## config.mk

```make
export PLATFORM = sky130hd
export DESIGN_NAME = pair_inject_arbiter
export DESIGN_NICKNAME = d
export VERILOG_FILES = /design/src/rtl/pair_inject_arbiter.sv
export SDC_FILE = /design/constraint.sdc
export NUM_CORES = 1
export LEC_CHECK = 0
export CORE_ASPECT_RATIO = 1.5
export CORE_UTILIZATION = 37
export CTS_CLUSTER_SIZE = 40
export DETAILED_ROUTE_END_ITERATION = 12
export PLACE_DENSITY = 0.86
export SYNTH_ARGS = -nofsm -noshare
export SYNTH_HDL_FRONTEND = slang
export SYNTH_SLANG_ARGS = --single-unit
```

## constraint.sdc

```tcl
create_clock -name clk -period 3.7 [get_ports clk]
set_input_delay 0.37 -clock clk [delete_from_list [all_inputs] [get_ports clk]]
set_output_delay 0.37 -clock clk [all_outputs]
set_load 0.02 [all_outputs]
```

## src/rtl/pair_inject_arbiter.sv

```systemverilog
// Round-robin arbiter that forwards whole key/count pairs from NUM_NODES mapper nodes into one router FIFO.
// Optional build macro ARB_STATS_EN adds a saturating completed-pair counter output (pair_count).
module pair_inject_arbiter #(
    parameter int NUM_NODES      = 4,
    parameter int BEATS_PER_PAIR = 4,
    parameter int DATA_W         = 32
) (
    input  logic                          clk,
    input  logic                          rst,
    input  logic [NUM_NODES-1:0]          req_valid,
    input  logic [NUM_NODES*DATA_W-1:0]   req_data,
    output logic [NUM_NODES-1:0]          req_ready,
    input  logic                          fifo_in_ready,
    output logic [DATA_W-1:0]             data_out,
    output logic                          data_out_ready,
    output logic [$clog2(NUM_NODES)-1:0]  grant_id,
    output logic                          busy
`ifdef ARB_STATS_EN
    ,
    output logic [15:0]                   pair_count
`endif
);

    localparam int ID_W  = $clog2(NUM_NODES);
    localparam int CNT_W = (BEATS_PER_PAIR > 1) ? $clog2(BEATS_PER_PAIR) : 1;

    typedef enum logic {IDLE = 1'b0, XFER = 1'b1} state_t;

    state_t              state_r, state_n;
    logic [ID_W-1:0]     grant_id_r, rr_ptr_r, pick_id_s, cand_s;
    logic                pick_valid_s;
    logic [CNT_W-1:0]    beat_cnt_r;
    logic [DATA_W-1:0]   data_out_r, grant_data_s;
    logic                data_out_ready_r, beat_s, last_beat_s;

    // Round-robin search starting just after the last granted node.
    always_comb begin
        pick_valid_s = 1'b0;
        pick_id_s    = rr_ptr_r;
        cand_s       = rr_ptr_r;
        for (int k = 1; k <= NUM_NODES; k++) begin
            cand_s = ID_W'((int'(rr_ptr_r) + k) % NUM_NODES);
            if (!pick_valid_s && req_valid[cand_s]) begin
                pick_valid_s = 1'b1;
                pick_id_s    = cand_s;
            end else begin
                pick_valid_s = pick_valid_s;
            end
        end
    end

    // Select the granted node's beat and decide whether a beat moves this cycle.
    always_comb begin
        grant_data_s = {DATA_W{1'b0}};
        for (int i = 0; i < NUM_NODES; i++) begin
            if (ID_W'(i) == grant_id_r) begin
                grant_data_s = req_data[i*DATA_W +: DATA_W];
            end else begin
                grant_data_s = grant_data_s;
            end
        end
        beat_s      = (state_r == XFER) && req_valid[grant_id_r] && fifo_in_ready;
        last_beat_s = (beat_cnt_r == CNT_W'(BEATS_PER_PAIR - 1));
    end

    // Handshake back to the nodes: only the granted node sees ready.
    always_comb begin
        req_ready = {NUM_NODES{1'b0}};
        for (int i = 0; i < NUM_NODES; i++) begin
            if (beat_s && (ID_W'(i) == grant_id_r)) begin
                req_ready[i] = 1'b1;
            end else begin
                req_ready[i] = 1'b0;
            end
        end
    end

    // Next-state logic.
    always_comb begin
        state_n = state_r;
        case (state_r)
            IDLE: begin
                if (pick_valid_s) state_n = XFER;
                else              state_n = IDLE;
            end
            XFER: begin
                if (beat_s && last_beat_s) state_n = IDLE;
                else                       state_n = XFER;
            end
            default: state_n = IDLE;
        endcase
    end

    // State register.
    always_ff @(posedge clk) begin
        if (rst) state_r <= IDLE;
        else     state_r <= state_n;
    end

    // Grant, pointer, beat counter and registered output beat.
    always_ff @(posedge clk) begin
        if (rst) begin
            data_out_r       <= {DATA_W{1'b0}};
            data_out_ready_r <= 1'b0;
            grant_id_r       <= {ID_W{1'b0}};
            rr_ptr_r         <= ID_W'(NUM_NODES - 1);
            beat_cnt_r       <= {CNT_W{1'b0}};
        end else begin
            if (beat_s) begin
                data_out_r       <= grant_data_s;
                data_out_ready_r <= 1'b1;
            end else begin
                data_out_r       <= {DATA_W{1'b0}};
                data_out_ready_r <= 1'b0;
            end
            if (state_r == IDLE && pick_valid_s) begin
                grant_id_r <= pick_id_s;
                rr_ptr_r   <= pick_id_s;
                beat_cnt_r <= {CNT_W{1'b0}};
            end else if (beat_s) begin
                beat_cnt_r <= last_beat_s ? {CNT_W{1'b0}} : beat_cnt_r + 1'b1;
            end else begin
                beat_cnt_r <= beat_cnt_r;
            end
        end
    end

`ifdef ARB_STATS_EN
    logic [15:0] pair_count_r;

    // Completed-pair counter; saturates, abandoned pairs never reach the last beat.
    always_ff @(posedge clk) begin
        if (rst) begin
            pair_count_r <= 16'h0000;
        end else if (beat_s && last_beat_s && (pair_count_r != 16'hFFFF)) begin
            pair_count_r <= pair_count_r + 16'h0001;
        end else begin
            pair_count_r <= pair_count_r;
        end
    end

    assign pair_count = pair_count_r;
`endif

    assign data_out       = data_out_r;
    assign data_out_ready = data_out_ready_r;
    assign grant_id       = grant_id_r;
    assign busy           = (state_r == XFER);

endmodule

```

## Word-level counts from Yosys, hierarchy flattened

Cells that the tools add are included.
W data, S select, Z words.

- $lt $le $gt $ge: 5
- Bitwise gates (word level): 2
- Multiplexer cells: 31
- Add/sub/neg operators: 5
- Reduce and logical (&&, ||, !) cells: 17
- Equality and inequality tests: 4

Operator list:

| kind | count |
|---|---|
| $mux W32 | 4 |
| $mux W1 | 16 |
| $lt A2 B3 Y1 const B | 5 |
| $logic_and A1 B1 Y1 | 11 |
| $bmux W1 S2 | 5 |
| $mux W2 | 5 |
| $add A2 B1 Y2 const B | 3 |
| $add A2 B2 Y2 const B | 2 |
| $eq A2 B2 Y1 const A | 2 |
| $reduce_or A2 Y1 | 2 |
| $logic_not A1 Y1 | 3 |
| $eq A1 B2 Y1 const A | 1 |
| $eq A2 B2 Y1 const B | 1 |
| $logic_not A2 Y1 | 1 |
| $not A1 Y1 | 2 |
| $pmux W1 S2 | 1 |

- Register bits after elaboration: 40
- Bits of input ports: 135

## Depth between registers and ports, before layout

Gate-level depths: netlist (run 1).

- Word-level depth: 15
- Gate-level depth with buffers: 5

## Least setup slack after synthesis (run 1)

Ideal clock, no wire load.

- Kind: register -> output
- Start point: reg state_r (netlist: busy)
- End point: out req_ready[1]
- Data required time: 3.330 ns
- Arrival time: 1.220 ns
- Setup slack: 2.110 ns
- Buffers on the path: 1
- Stages on the path, launching flop included: 5
- Cell sequence: dfxtp_1 buf_2 and3_2 nand2_1 nor2_1

- Word-level cells in the longest chain between the ends: 4

RTL lines:

| element | line | text |
|---|---|---|
| start, declared | 29 | `state_t state_r, state_n;` |
| start signal, assigned | 97 | `else state_r <= state_n;` |
| $logic_and A1 B1 Y1 (2 in a row) | 62 | `beat_s = (state_r == XFER) && req_valid[grant_id_r] && fifo_in_ready;` |
| $logic_and A1 B1 Y1 | 70 | `if (beat_s && (ID_W'(i) == grant_id_r)) begin` |
| $mux W1 | 70 |  |
| end, declared | 12 | `output logic [NUM_NODES-1:0] req_ready,` |

Every way passes these cells.

## Final worst setup path (run 1)

- Start point: in req_valid[3]
- End point: out req_ready[1]

- Word-level cells in the longest chain between the ends: 6

RTL lines:

| element | line | text |
|---|---|---|
| start, declared | 10 | `input logic [NUM_NODES-1:0] req_valid,` |
| $bmux W1 S2 | 62 |  |
| $mux W1 (not written as such) | 62 |  |
| $logic_and A1 B1 Y1 (2 in a row) | 62 |  |
| $logic_and A1 B1 Y1 | 70 |  |
| $mux W1 | 70 |  |

Every way passes these cells. The select of a mux whose other input is x is not followed.

==> impl_metrics.yaml, run 1 <==
outcome:
  status: "finished clean"
clocking:
  clock-sinks: 40
  cts_setup_buffers: 0
  root_buffer: "clkbuf_8"
  clockBufferDepth: 2
  hold_buffers: 0
  cts_buffers: 5
  clkSlewWorstSetupHoldPaths_ns: 0.07
  worstSkewPairLatency_ns: 0.28
  cts_tree: "built"
  cts_resized: 0
  h-tree-depth: 2
synthesis:
  ys_types: 37
  synth_seq_cells: 40
  synthTopCellsByCount: "dfxtp_1, nor3b_1, mux4_1"
  synth_mux_area_frac: 0.370
  synth_compound_area_frac: 0.0599
  synth_area_leader_cell: "dfxtp_1"
  synth-edff-count: 0
  synth_cells: 168
  synth_ff_type: "dfxtp_1"
  synth.yosys.seq_area_share: 0.339
  syn_nets: 304
  yosys.area_share.simple: 0.168
  yosysTopAreaCellShare: 0.339
  synth_area_leaders: "dfxtp_1, mux4_1, nor3b_1, mux4_2, buf_6"
  syn_avg_cell_area_sq_um: 14.0
  synth-adder-area-share: 0.00530
  yosysMostFrequentCell: "dfxtp_1"
  synth_top_family_by_area: "multiplexers"
  synth_area_sq_um: 2360
  async_reset_ff_frac: 0
  yosys_warnings: 0
  synthXorXnorAreaFrac: 0
pwr:
  intPower_uw: 817
  p_leak_uw: 0.00150
  peakVddDrop_v: 0.000175
  clkPwrFrac: 0.244
  p_sw_uw: 258
  powerDensity_nw_per_um2: 258
  p_seq_frac: 0.425
  switching_share: 0.240
  power.total_uw: 1080
  comb_power_share: 0.331
grt:
  grt_max_degree: 41
  overflow: 0
  antenna_found_initial: 0
  grt_pass1_vias: 2296
  grtUsageTotal: 0.218
  grt_pass1_wl_mm: 10.7
placement:
  dpl_cell_area_sq_um: 4080
  io_buffers: 174
  routabilityCongestion: 0.806
  place_hpwl_mm: 5.68
  dp.cells: 402
layout:
  drive_above_1_share: 0.0896
  fill_cells: 484
  syn_to_final_growth_pct: 76.4
  final_nets: 471
  final_area_sq_um: 4160
  diodes: 0
  final_cells: 409
timing:
  tightestPinTransition_ns: 1.05
  relSlewSlack: 0.298
  setup_violations: 0
  timing.fmax_mhz: 418
  rsz0062_at_grt: "false"
  finalHoldViolations: 0
  finalCriticalPeriod_ns: 2.39
  post-route-period-util: 0.647
  slew_violations: 0
  fin_setup_tns_ns: 0
  fin_skew_ns: 0.00412
  holdWs_ns: 0.512
worst_setup_path:
  path_cells: "clkdlybuf4s50_1, mux2_2, nand2_1, nor2_1, clkdlybuf4s50_1"
  reg2regPathDepth: 3
  rr_endpoint: "busy"
  rrSetupSlack_ns: 1.66
  crit_arrival_ns: 2.02
  critPathKind: "in -> out"
  end_kind: "output port"
  required_ns: 3.33
  slowest_delay_ns: 0.64
  crit_path_top_delay_cell: "clkdlybuf4s50_1"
  crit_family: "buffers and inverters"
  worst-path-max-fanout: 8
  cp-start-kind: "input pin"
  path_common_cell: "clkdlybuf4s50_1"
  r2r_start: "grant_id[1]"
  critPathBufInv: 2
die:
  fp.dieH_um: 99.8
  coreArea_sq_um: 6130
  io_pins: 175
  start_util: 0.385
  num_rows: 35
  die-width_um: 67.2
  dieArea_sq_um: 6710
route:
  drc: 0
  drtIter0Drc: 79
  routedWlPerCell_um: 17.7
  firstDrtPassIters: 4
  vias_per_cell: 5.45
  vias: 2228
  wl_mm: 7.23
  ant_nets: 0
worst_hold_path:
  hold_depth: 2
  min_from: "beat_cnt_r[1]"
  hold_class: "reg -> reg"
  hold_end: "beat_cnt_r[1]"
flow_run:
  maxCapViolations: 0
[layout make-up]
type / count / area [sq um] / area share
Sequential cell: 40 / 802 / 0.193
Multi-Input combinational cell: 108 / 1420 / 0.342
Clock inverter: 1 / 5.00 / 0.00120
Clock buffer: 6 / 72.6 / 0.0174
Tap cell: 74 / 92.6 / 0.0222
Inverter: 4 / 15.0 / 0.00361
Timing Repair Buffer: 176 / 1750 / 0.421
[power groups by stage]
stage	clock network (uW)	registers, uW	logic [uW]
global placement	0	465	351
detailed placement	0	466	357
CTS	274	456	359
floorplan	0	479	162
finish	262	457	356
global route	296	458	377
[layout by cell type, fill, tap and decap left out, types with 3 or more instances in the layout]
cell	instances
nor3b_2	5
nor3b_1	28
inv_1	4
mux4_2	6
mux4_1	26
nor2_1	6
dfxtp_1	39
clkdlybuf4s50_1	173
o211ai_1	3
nand2_1	4
clkbuf_8	5
mux2_2	3
[cell families (layout without fill, tap and decap cells)]
logic type                 after synthesis  count (layout)
and+or+nand+nor                         54              54
AOI/OAI and AO/OA                       16              16
DFF                                     40              40
adders and majority gates                1               1
buffers and inverters                   20             187
muxes                                   37              37
[worst reg2reg max path, stage by stage (launching register included)]
cell,delay [ns]
dfxtp_1,0.39
mux2_2,0.39
a22oi_4,0.85
o221a_1,0.36
[worst max path at each step]
stage,from,to,slack [ns],cells after the start
global route,req_valid[3],req_ready[1],1.23,5
floorplan,busy,req_ready[1],2.11,4
CTS,req_valid[3],req_ready[1],1.34,5
detailed placement,req_valid[2],busy,1.18,4
finish,req_valid[3],req_ready[1],1.31,5
global placement,req_valid[2],busy,1.28,4
[metal layers]
| layer | GRT usage | vias to the layer above | share of wire |
|---|---|---|---|
| li1 | - | 1024 | - |
| met1 | 0.194 | 1054 | 0.33 |
| met2 | 0.413 | 124 | 0.55 |
| met3 | 0.0682 | 26 | 0.084 |
| met4 | 0.118 | 0 | 0.043 |
| met5 | 0 | - | 0 |
[sequential cells by signal, summed over array words and instances (netlist names)]
register / cells
data_out: 32
data_out_ready: 1
beat_cnt_r: 2
grant_id: 2
rr_ptr_r: 2
busy: 1
[per-stage QoR]
stage	util	setup WS (ns)
after floorplan	-	2.11
after global placement	0.666	1.28
after detailed placement	0.666	1.18
after CTS	0.679	1.34
after global routing	0.679	1.23
final	0.679	1.31
(Power assumes the default switching activity.)
==> run 2: changes to the inputs <==
- CORE_UTILIZATION: 37 -> 31
- PLACE_DENSITY: 0.86 -> 0.77
- clock period: 3.7 -> 2 ns (I/O delays scaled with it)
==> impl_metrics.yaml, run 2 (synthesized netlist as in run 1, its figures left out) <==
worst_hold_path:
  min_from: "rst"
  hold_depth: 2
  hold_class: "in -> reg"
  hold_end: "data_out_ready"
route:
  firstDrtPassIters: 6
  drc: 0
  vias_per_cell: 4.84
  wl_mm: 7.42
  vias: 2152
  routedWlPerCell_um: 16.7
  drtIter0Drc: 38
  ant_nets: 0
timing:
  rsz0062_at_grt: "false"
  post-route-period-util: 0.949
  finalCriticalPeriod_ns: 1.90
  relSlewSlack: 0.699
  timing.fmax_mhz: 527
  slew_violations: 0
  setup_violations: 0
  fin_skew_ns: 0.00371
  tightestPinTransition_ns: 0.448
  finalHoldViolations: 0
  fin_setup_tns_ns: 0
worst_setup_path:
  rrSetupSlack_ns: 0.47
  r2r_start: "grant_id[0]"
  slowest_delay_ns: 0.59
  end_kind: "output port"
  worst-path-max-fanout: 4
  reg2regPathDepth: 3
  rr_endpoint: "data_out[1]"
  critPathKind: "reg -> out"
  crit_path_top_delay_cell: "clkdlybuf4s50_1"
  path_cells: "and3b_4, and3_1, clkdlybuf4s50_1"
  crit_family: "buffers and inverters"
  critPathBufInv: 1
  crit_arrival_ns: 1.70
  cp-start-kind: "register"
  required_ns: 1.80
pwr:
  comb_power_share: 0.308
  intPower_uw: 1670
  power.total_uw: 2190
  powerDensity_nw_per_um2: 508
  peakVddDrop_v: 0.000348
  clkPwrFrac: 0.307
  p_seq_frac: 0.385
  p_leak_uw: 0.00160
  p_sw_uw: 526
  switching_share: 0.240
outcome:
  status: "finished clean"
placement:
  place_hpwl_mm: 6.00
  routabilityCongestion: 0.766
  io_buffers: 174
die:
  io_pins: 175
  coreArea_sq_um: 7320
  dieArea_sq_um: 7970
  fp.dieH_um: 109
  num_rows: 38
  die-width_um: 73.2
  start_util: 0.322
grt:
  grt_pass1_vias: 2260
  grtUsageTotal: 0.185
  antenna_found_initial: 0
  overflow: 0
  grt_pass1_wl_mm: 11.1
  grt_max_degree: 37
layout:
  layout_common_cells: "clkdlybuf4s50_1, dfxtp_1, nor3b_1, mux4_1, buf_4"
  diodes: 0
  syn_to_final_growth_pct: 83.0
  drive_above_1_share: 0.122
  final_nets: 480
  layout_commonest_cell: "clkdlybuf4s50_1"
  largest_register_ffs: 32
clocking:
  clock-sinks: 40
  cts_tree: "built"
  root_buffer: "clkbuf_8"
  clkSlewWorstSetupHoldPaths_ns: 0.08
  clockBufferDepth: 2
  hold_buffers: 0
  cts_buffers: 5
  worstSkewPairLatency_ns: 0.28
  h-tree-depth: 2
flow_run:
  maxCapViolations: 0
==> run 2: area by class of cell <==
type	instances	area [sq um]
multi-input combinational	108	1420
fill	655	3000
inverter	4	15.0
clock buffer	5	68.8
clock inverter	3	46.3
sequential	40	803
tap	100	125
timing repair buffer	185	1840
==> run 2: timing repair <==
action                     CTS  global route
buffers inserted             0             0
setup endpoints to repair    2             2
gates resized for setup      1             2
==> run 2: per-stage QoR <==
step	setup WS (ns)	util	area [sq um]	hold WS, ns	instances
after floorplan	0.442	-	2360	0.400	168
after global placement	0.151	0.573	4200	0.490	437
after detailed placement	0.137	0.573	4200	0.506	437
after CTS	0.0414	0.589	4310	0.292	445
after global routing	0.0190	0.590	4320	0.305	445
final	0.103	0.590	4320	0.300	445
==> run 2: per-layer routing <==
metal  part of all wire  track usage  routed length (um)
met3              0.055       0.0370                 409
met2               0.57        0.361                4230
met4              0.019       0.0602                 142
met1               0.36        0.189                2650
met5                  0            0                   0
==> run 2: worst max path at each step <==
stage                              from           end  slack [ns]  cells past startpoint
final                       grant_id[0]  req_ready[2]        0.10                      3
after global routing               busy  req_ready[3]        0.02                      3
after CTS                   grant_id[1]  req_ready[1]        0.04                      4
after detailed placement  fifo_in_ready  req_ready[1]        0.14                      5
after global placement    fifo_in_ready  req_ready[3]        0.15                      4
after floorplan             grant_id[0]  data_out[22]        0.44                      4
==> run 2: power by group through the flow <==
stage                     clock (uW)  combinational, uW  sequential [uW]
after floorplan                    0                300              887
after global placement             0                672              860
after detailed placement           0                681              861
after CTS                        696                684              843
after global routing             724                722              848
final                            672                676              843
==> run 3: changes to the inputs <==
- ABC_CLOCK_PERIOD_IN_PS: default -> 2000
==> results of run 3 <==
Final layout, timing and power as in run 2 (identical DEF).
